`src/rtl/prism_aux_pkg.sv`:
```
// Shared constants for the PRISM auxiliary counter/shift block.
// Latency: n/a (constants only).
// Backpressure: n/a.
package prism_aux_pkg;

   // Register map within the peripheral space
   localparam logic [5:0] ADDR_SHIFT     = 6'h18;
   localparam logic [5:0] ADDR_STATUS    = 6'h1C;
   localparam logic [5:0] ADDR_CHAN_BASE = 6'h20;

   // Field positions inside the 32-bit registers
   localparam int AUTO_BIT = 31;
   localparam int IE_BIT   = 30;
   localparam int PEND_BIT = 29;
   localparam int DIR_BIT  = 16;
   localparam int SEL_LSB  = 24;

   // Only full-word writes are honoured
   localparam logic [1:0] WR32 = 2'b10;

endpackage

```
`src/rtl/prism_aux_counters_if.sv`:
```
// TinyQV data-bus slice seen by the auxiliary counter block.
// Latency: read data is combinational, writes land on the next clk edge.
// Backpressure: none; every access completes in one cycle.
interface prism_aux_counters_if;

   logic [5:0]  address;
   logic [31:0] data_in;
   logic [1:0]  data_write_n;
   logic [31:0] data_out;

   modport master (output address, output data_in, output data_write_n, input data_out);
   modport slave  (input address, input data_in, input data_write_n, output data_out);

endinterface

```
`src/rtl/prism_aux_chan.sv`:
```
// One countdown channel: count, preload, auto-reload, interrupt enable, pending.
// Latency: strobes and writes take effect at the next clk edge.
// Backpressure: none; strobes are always accepted (halt freezes the count).
module prism_aux_chan
   import prism_aux_pkg::*;
#(
   parameter int CNT_W = 24
) (
   input  logic             clk,
   input  logic             rst_n,
   input  logic             wr_en,
   input  logic [CNT_W-1:0] wr_preload,
   input  logic             wr_auto,
   input  logic             wr_ie,
   input  logic             clr,
   input  logic             fsm_enable,
   input  logic             fsm_halt,
   input  logic             dec,
   input  logic             load,
   output logic [31:0]      rd_dat,
   output logic             zero,
   output logic             pending,
   output logic             ie
);

   logic [CNT_W-1:0] count;
   logic [CNT_W-1:0] count_nxt;
   logic [CNT_W-1:0] preload;
   logic             auto_rl;
   logic             pend_set;

   // Next count and pending-set, highest priority first; halt freezes everything
   always_comb begin
      count_nxt = count;
      pend_set  = 1'b0;
      if (!fsm_halt) begin
         if (load && dec) begin
            count_nxt = count;
         end else if (load && fsm_enable) begin
            count_nxt = preload;
         end else if (dec) begin
            if (count != '0) begin
               count_nxt = count - CNT_W'(1);
               pend_set  = (count == CNT_W'(1));
            end else if (auto_rl) begin
               count_nxt = preload;
            end
         end
      end
   end

   // Channel state; bus writes only touch configuration, never the count
   always_ff @(posedge clk or negedge rst_n) begin
      if (!rst_n) begin
         count   <= '0;
         preload <= '0;
         auto_rl <= 1'b0;
         ie      <= 1'b0;
         pending <= 1'b0;
      end else begin
         count <= count_nxt;
         if (wr_en) begin
            preload <= wr_preload;
            auto_rl <= wr_auto;
            ie      <= wr_ie;
         end
         // a new event outranks a same-cycle clear so no interrupt is lost
         if (pend_set)
            pending <= 1'b1;
         else if (clr)
            pending <= 1'b0;
      end
   end

   // Readback image of the CHAN register
   always_comb begin
      rd_dat             = '0;
      rd_dat[CNT_W-1:0]  = count;
      rd_dat[AUTO_BIT]   = auto_rl;
      rd_dat[IE_BIT]     = ie;
      rd_dat[PEND_BIT]   = pending;
   end

   assign zero = (count == '0);

endmodule

```
`src/rtl/prism_aux_counters.sv`:
```
// PRISM auxiliary block: NUM_CNT countdown channels plus a bidirectional comm shifter.
// Latency: writes/strobes land on the next clk edge; reads and flags are combinational from state.
// Backpressure: none; bus accesses and strobes complete every cycle.
module prism_aux_counters
   import prism_aux_pkg::*;
#(
   parameter int NUM_CNT = 2,
   parameter int CNT_W   = 24,
   parameter int SHIFT_W = 8,
   parameter int SEL_W   = 2
) (
   input  logic                  clk,
   input  logic                  rst_n,
   prism_aux_counters_if.slave   bus,
   input  logic                  fsm_enable,
   input  logic                  fsm_halt,
   input  logic [NUM_CNT-1:0]    cnt_dec,
   input  logic [NUM_CNT-1:0]    cnt_load,
   input  logic                  shift_en,
   input  logic [2**SEL_W-1:0]   comm_in,
   output logic [NUM_CNT-1:0]    cnt_zero,
   output logic                  shift_out,
   output logic                  irq
);

   logic               wr32;
   logic               chan_hit;
   logic [2:0]         chan_idx;
   logic               shift_wr;
   logic               status_wr;
   logic [SHIFT_W-1:0] sh_dat;
   logic               sh_dir;
   logic [SEL_W-1:0]   sh_sel;
   logic               comm_bit;
   logic [NUM_CNT-1:0] pend_vec;
   logic [NUM_CNT-1:0] ie_vec;
   logic [31:0]        chan_rd [NUM_CNT];
   logic [31:0]        rd_mux;
   logic               unused_wdat;

   // Channel window is 0x20..0x3C, word aligned
   assign wr32      = (bus.data_write_n == WR32);
   assign chan_hit  = (bus.address[5] == ADDR_CHAN_BASE[5]) && (bus.address[1:0] == 2'b00);
   assign chan_idx  = bus.address[4:2];
   assign shift_wr  = wr32 && (bus.address == ADDR_SHIFT);
   assign status_wr = wr32 && (bus.address == ADDR_STATUS);
   assign comm_bit  = comm_in[sh_sel];

   // Not every write-data bit maps to a register field
   assign unused_wdat = ^bus.data_in;

   for (genvar g = 0; g < NUM_CNT; g++) begin : g_chan
      prism_aux_chan #(.CNT_W(CNT_W)) u_chan (
         .clk        (clk),
         .rst_n      (rst_n),
         .wr_en      (wr32 && chan_hit && (chan_idx == 3'(g))),
         .wr_preload (bus.data_in[CNT_W-1:0]),
         .wr_auto    (bus.data_in[AUTO_BIT]),
         .wr_ie      (bus.data_in[IE_BIT]),
         .clr        (status_wr && bus.data_in[g]),
         .fsm_enable (fsm_enable),
         .fsm_halt   (fsm_halt),
         .dec        (cnt_dec[g]),
         .load       (cnt_load[g]),
         .rd_dat     (chan_rd[g]),
         .zero       (cnt_zero[g]),
         .pending    (pend_vec[g]),
         .ie         (ie_vec[g])
      );
   end

   // Comm shifter; a bus write in the same cycle replaces the shift
   always_ff @(posedge clk or negedge rst_n) begin
      if (!rst_n) begin
         sh_dat <= '0;
         sh_dir <= 1'b0;
         sh_sel <= '0;
      end else if (shift_wr) begin
         sh_dat <= bus.data_in[SHIFT_W-1:0];
         sh_dir <= bus.data_in[DIR_BIT];
         sh_sel <= bus.data_in[SEL_LSB +: SEL_W];
      end else if (shift_en && !fsm_halt) begin
         sh_dat <= sh_dir ? {comm_bit, sh_dat[SHIFT_W-1:1]}
                          : {sh_dat[SHIFT_W-2:0], comm_bit};
      end
   end

   // Bit about to leave the register in the current direction
   assign shift_out = sh_dir ? sh_dat[0] : sh_dat[SHIFT_W-1];
   assign irq       = |(pend_vec & ie_vec);

   // Combinational read mux; unmapped addresses and unused bits read 0
   always_comb begin
      rd_mux = '0;
      if (bus.address == ADDR_SHIFT) begin
         rd_mux[SHIFT_W-1:0]        = sh_dat;
         rd_mux[DIR_BIT]            = sh_dir;
         rd_mux[SEL_LSB +: SEL_W]   = sh_sel;
      end else if (bus.address == ADDR_STATUS) begin
         rd_mux[NUM_CNT-1:0] = pend_vec;
      end else begin
         for (int i = 0; i < NUM_CNT; i++) begin
            if (chan_hit && (chan_idx == 3'(i)))
               rd_mux = chan_rd[i];
         end
      end
   end

   assign bus.data_out = rd_mux;

endmodule

```
`src/flat_wrapper.sv`:
```
// flat-port wrapper written by rule: the top's interface ports become plain ports
module prism_aux_counters_flat import prism_aux_pkg::*;
#(
   parameter int NUM_CNT = 2,
   parameter int CNT_W   = 24,
   parameter int SHIFT_W = 8,
   parameter int SEL_W   = 2
)
  (clk, rst_n, fsm_enable, fsm_halt, cnt_dec, cnt_load, shift_en, comm_in, cnt_zero, shift_out, irq, bus_address, bus_data_in, bus_data_write_n, bus_data_out);
  prism_aux_counters_if bus_i ();
  input  logic clk;
  input  logic rst_n;
  input  logic fsm_enable;
  input  logic fsm_halt;
  input  logic [NUM_CNT-1:0] cnt_dec;
  input  logic [NUM_CNT-1:0] cnt_load;
  input  logic shift_en;
  input  logic [2**SEL_W-1:0] comm_in;
  output logic [NUM_CNT-1:0] cnt_zero;
  output logic shift_out;
  output logic irq;
  input wire logic [$bits(bus_i.address)-1:0] bus_address;
  input wire logic [$bits(bus_i.data_in)-1:0] bus_data_in;
  input wire logic [$bits(bus_i.data_write_n)-1:0] bus_data_write_n;
  output wire logic [$bits(bus_i.data_out)-1:0] bus_data_out;
  assign bus_i.address = bus_address;
  assign bus_i.data_in = bus_data_in;
  assign bus_i.data_write_n = bus_data_write_n;
  assign bus_data_out = bus_i.data_out;
  prism_aux_counters #(.NUM_CNT(NUM_CNT), .CNT_W(CNT_W), .SHIFT_W(SHIFT_W), .SEL_W(SEL_W)) u_core (.clk(clk), .rst_n(rst_n), .bus(bus_i), .fsm_enable(fsm_enable), .fsm_halt(fsm_halt), .cnt_dec(cnt_dec), .cnt_load(cnt_load), .shift_en(shift_en), .comm_in(comm_in), .cnt_zero(cnt_zero), .shift_out(shift_out), .irq(irq));
endmodule
```
`config.mk`:
```
export PLATFORM = sky130hd
export DESIGN_NAME = prism_aux_counters_flat
export DESIGN_NICKNAME = d
export VERILOG_FILES = /design/src/rtl/prism_aux_pkg.sv /design/src/rtl/prism_aux_counters_if.sv /design/src/rtl/prism_aux_chan.sv /design/src/rtl/prism_aux_counters.sv /design/src/flat_wrapper.sv
export SDC_FILE = /design/constraint.sdc
export NUM_CORES = 1
export LEC_CHECK = 0
export ABC_AREA = 1
export BUFFER_PORTS_ARGS = -buffer_cell sky130_fd_sc_hd__buf_2
export CAP_MARGIN = 40
export CORE_MARGIN = 5
export CORE_UTILIZATION = 40
export DETAILED_ROUTE_END_ITERATION = 6
export PLACE_DENSITY = 0.57
export SLEW_MARGIN = 10
export SYNTH_ARGS = -nofsm -noshare
export SYNTH_HDL_FRONTEND = slang
export SYNTH_SLANG_ARGS = --single-unit
```
`constraint.sdc`:
```
create_clock -name clk -period 2.8 [get_ports clk]
set_input_delay 0.56 -clock clk [delete_from_list [all_inputs] [get_ports clk]]
set_output_delay 0.56 -clock clk [all_outputs]
set_load 0.1 [all_outputs]
```
==> flow_summary.toml <==
[run_status]
status = "finished clean"

[finish]
diodes = 0
most_frequent_cells_in_the_layout = "395 x sky130_fd_sc_hd__nand2_1, 135 x sky130_fd_sc_hd__inv_1, 113 x sky130_fd_sc_hd__dfrtp_1, 73 x sky130_fd_sc_hd__nand3_1, 67 x sky130_fd_sc_hd__nor2_1"
layout-area-overhead-vs-synth_pct = 25.5
multi_input_comb_area_mm2 = 0.00365
regArea_mm2 = 0.00283
share_of_cells_above_drive_strength_1_pct = 16.5
final_common_cell = "sky130_fd_sc_hd__nand2_1"
design_area_mm2 = 0.00893
filler_cell_count = 1717
nNetsFinal = 1174

[synthesis]
synth_top_family_by_area = "simple AND/OR/NAND/NOR gates"
netlist-cell-type-count = 40
synth.top_cells.by_area = "sky130_fd_sc_hd__dfrtp_1 40%, sky130_fd_sc_hd__nand2_1 21%, sky130_fd_sc_hd__inv_1 7.1%"
synth_top_flop_cell = "sky130_fd_sc_hd__dfrtp_1"
netlist_instances = 1037
synth-simple-area-share_pct = 36.8
synth-seq-area-share_pct = 39.7
synth.largest_area_cell = "sky130_fd_sc_hd__dfrtp_1"
ys_seq_elements = 113
mux_share_of_post_synthesis_cell_area_pct = 0
synth_edf_count = 0
synth_largest_type_area_fraction_pct = 39.7
share_of_synthesized_cell_area_in_full_adder_half_adder_and_majority_cells_pct = 1.05
synth_area_per_cell_um2 = 6.86
ys_async_sr_fraction_pct = 100
ys_warn_count = 0
synth_compound_area_share_pct = 9.51
synthXorXnorAreaFrac_pct = 1.72
netlist_area_mm2 = 0.00712

[setup_path]
crit_type = "flip-flop to output pin"
cp_slowest_stage_delay_ns = 0.44
series_of_cell_instances_along_the_critical_path = "nor2_2, nand2_1, nor2_8, nand2_1, nor3_1, clkbuf_4"
path_delay_family = "simple AND/OR/NAND/NOR gates"
arrival_ns = 2.07
cpMaxStageDelayCell = "sky130_fd_sc_hd__dfrtp_1"
critical_path_required_ns = 2.24
crit_path_max_fanout = 9
critPathBufInv = 1
critPathCaptureType = "output pin"
start_kind = "flip-flop"
timing.critical_path.mode_cell = "sky130_fd_sc_hd__nand2_1"

[detailed_routing]
detail_route.drc_violations = 0
route.detailed.vias_per_inst = 5.09
drt.antenna.violating_nets = 0
drt_wl_total_mm = 21.5
first_pass_iters = 5
vias = 6884
drt_iter0_markers = 574
routedWlPerCell_um = 15.9

[sta]
min_period_over_period_pct = 94.0
tns_ns = 0
slew_of_the_pin_with_the_lowest_slew_margin_ns = 0.612
timing.final.crit_period_ns = 2.63
slew-limit-headroom_pct = 59.2
final.hold.worst_slack_ns = 0.116
report.final.slew_viol_count = 0
rsz0062_at_grt = "no"
fmaxAchievable_mhz = 380
report.final.setup_viol = 0
timing.final.hold_violations = 0
finClkSkew_ns = 0.0113

[global_route]
globalRouteOverflowTotal = 0
grt_pass1_wl_mm = 34.8
global_route_usage_sum_pct = 21.7
largest_net_degree_at_the_start_of_global_routing = 53
first_global_vias = 6441
grt_antenna_before_repair = 0

[clock_tree]
ctsRootBufferMaster = "sky130_fd_sc_hd__clkbuf_16"
cts_hold_repair.buffers = 0
cts_htree_levels = 4
clock_transition_at_path_regs_ns = 0.06
clock_tree_from_tritoncts = "done"
clock_sink_count = 113
cts-root-to-sink-buffers = 2
cts_made_buffers = 17
clkLatencyLatePin_ns = 0.42

[place]
gp_congestion = 0.902
post_dp_cell_area_mm2 = 0.00829
place.detailed.hpwl_mm = 15.9
placement.io_buffers = 81

[die]
design.die.area_mm2 = 0.0206
die_width_um = 143
fp-row-count = 48
effective_utilization_at_floorplan_pct = 41.0
core_area_mm2 = 0.0174
die_span_y_um = 143
ios = 89

[run]
maxCapViolCount = 0

[pwr]
power_leakage_nw = 4.42
total_power_mw = 7.40
pwr_density_cell_mw_per_mm2 = 829
maximum_vdd_ir_drop_mv = 0.455

[worst_hold_path]
min-delay-path-class = "input pin to asynchronous set/reset pin"
-- routing by layer --
metal / wire, µm / GRT usage, % / vias up
met4: 359 / 6.29 / 0
li1: - / - / 3441
met5: 0 / 0 / -
met1: 10200 / 31.9 / 3207
met3: 1400 / 4.19 / 27
met2: 9460 / 32.5 / 209
-- power by group --
group	switching, mW	internal [mW]	total (mW)
registers	0.434	1.97	2.40
logic	1.83	0.852	2.68
clock network	0.856	1.46	2.32
-- cell families (layout without fill, tap and decap cells) --
family | after synthesis | in the layout
flip-flops | 113 | 113
buffers and inverters | 182 | 271
AO/OA/AOI/OAI | 115 | 115
AND/OR/NAND/NOR | 606 | 606
adder cells (fa/ha/maj) | 6 | 6
other | 1 | 3
XOR/XNOR | 14 | 14
-- synth_stat cells (all sizes together) (5+ instances only) --
cell type,instances
buf,30
clkbuf,11
dfrtp,113
ha,6
inv,140
nand2,400
nand3,76
nand4,33
nor2,87
o211ai,6
o21ai,77
o221ai,7
o22ai,21
xnor2,5
xor2,9
-- through the flow --
step / utilization, % / worst slack [ns] / instances
after floorplan: - / -0.506 / 1039
after global placement: 47.6 / 0.272 / 1320
after detailed placement: 47.8 / 0.264 / 1321
after CTS: 51.4 / 0.0580 / 1353
after global routing: 51.4 / 0.0469 / 1353
final: 51.4 / 0.169 / 1353
-- layout make-up --
| cell class | instances | area share [%] |
|---|---|---|
| clock buffer | 19 | 5.07 |
| clock inverter | 13 | 1.93 |
| inverter | 141 | 5.94 |
| multi-input combinational | 744 | 40.8 |
| sequential | 113 | 31.7 |
| tap | 225 | 3.15 |
| timing repair buffer | 98 | 11.4 |
-- state kept, by name (all words and copies together) (netlist names) --
signal,count
u_core.g_chan.u_chan.ie,2
u_core.g_chan.u_chan.count,48
u_core.sh_dir,1
u_core.g_chan.u_chan.pending,2
u_core.g_chan.u_chan.auto_rl,2
u_core.sh_sel,2
u_core.sh_dat,8
u_core.g_chan.u_chan.preload,48
-- final timing paths --
path	startpoint	to	slack [ns]	cells after the start
max	u_core.g_chan[1].u_chan.count[8]	cnt_zero[1]	0.17	6
min	rst_n	u_core.sh_sel[0]	0.12	1
max reg2reg	u_core.g_chan[1].u_chan.count[0]	u_core.g_chan[1].u_chan.count[10]	0.63	11
min reg2reg	u_core.g_chan[1].u_chan.preload[1]	u_core.g_chan[1].u_chan.preload[1]	0.48	2
max in group asynchronous	rst_n	u_core.g_chan[0].u_chan.auto_rl	1.99	2
min in group clk	bus_data_in[25]	u_core.sh_sel[1]	0.34	3
-- what timing repair did --
| action | CTS | global route |
|---|---|---|
| buffers inserted | 0 | 0 |
| endpoints found under the setup margin | 1 | 2 |
| resized for setup | 1 | 3 |
Power figures use the tool's default switching activity.
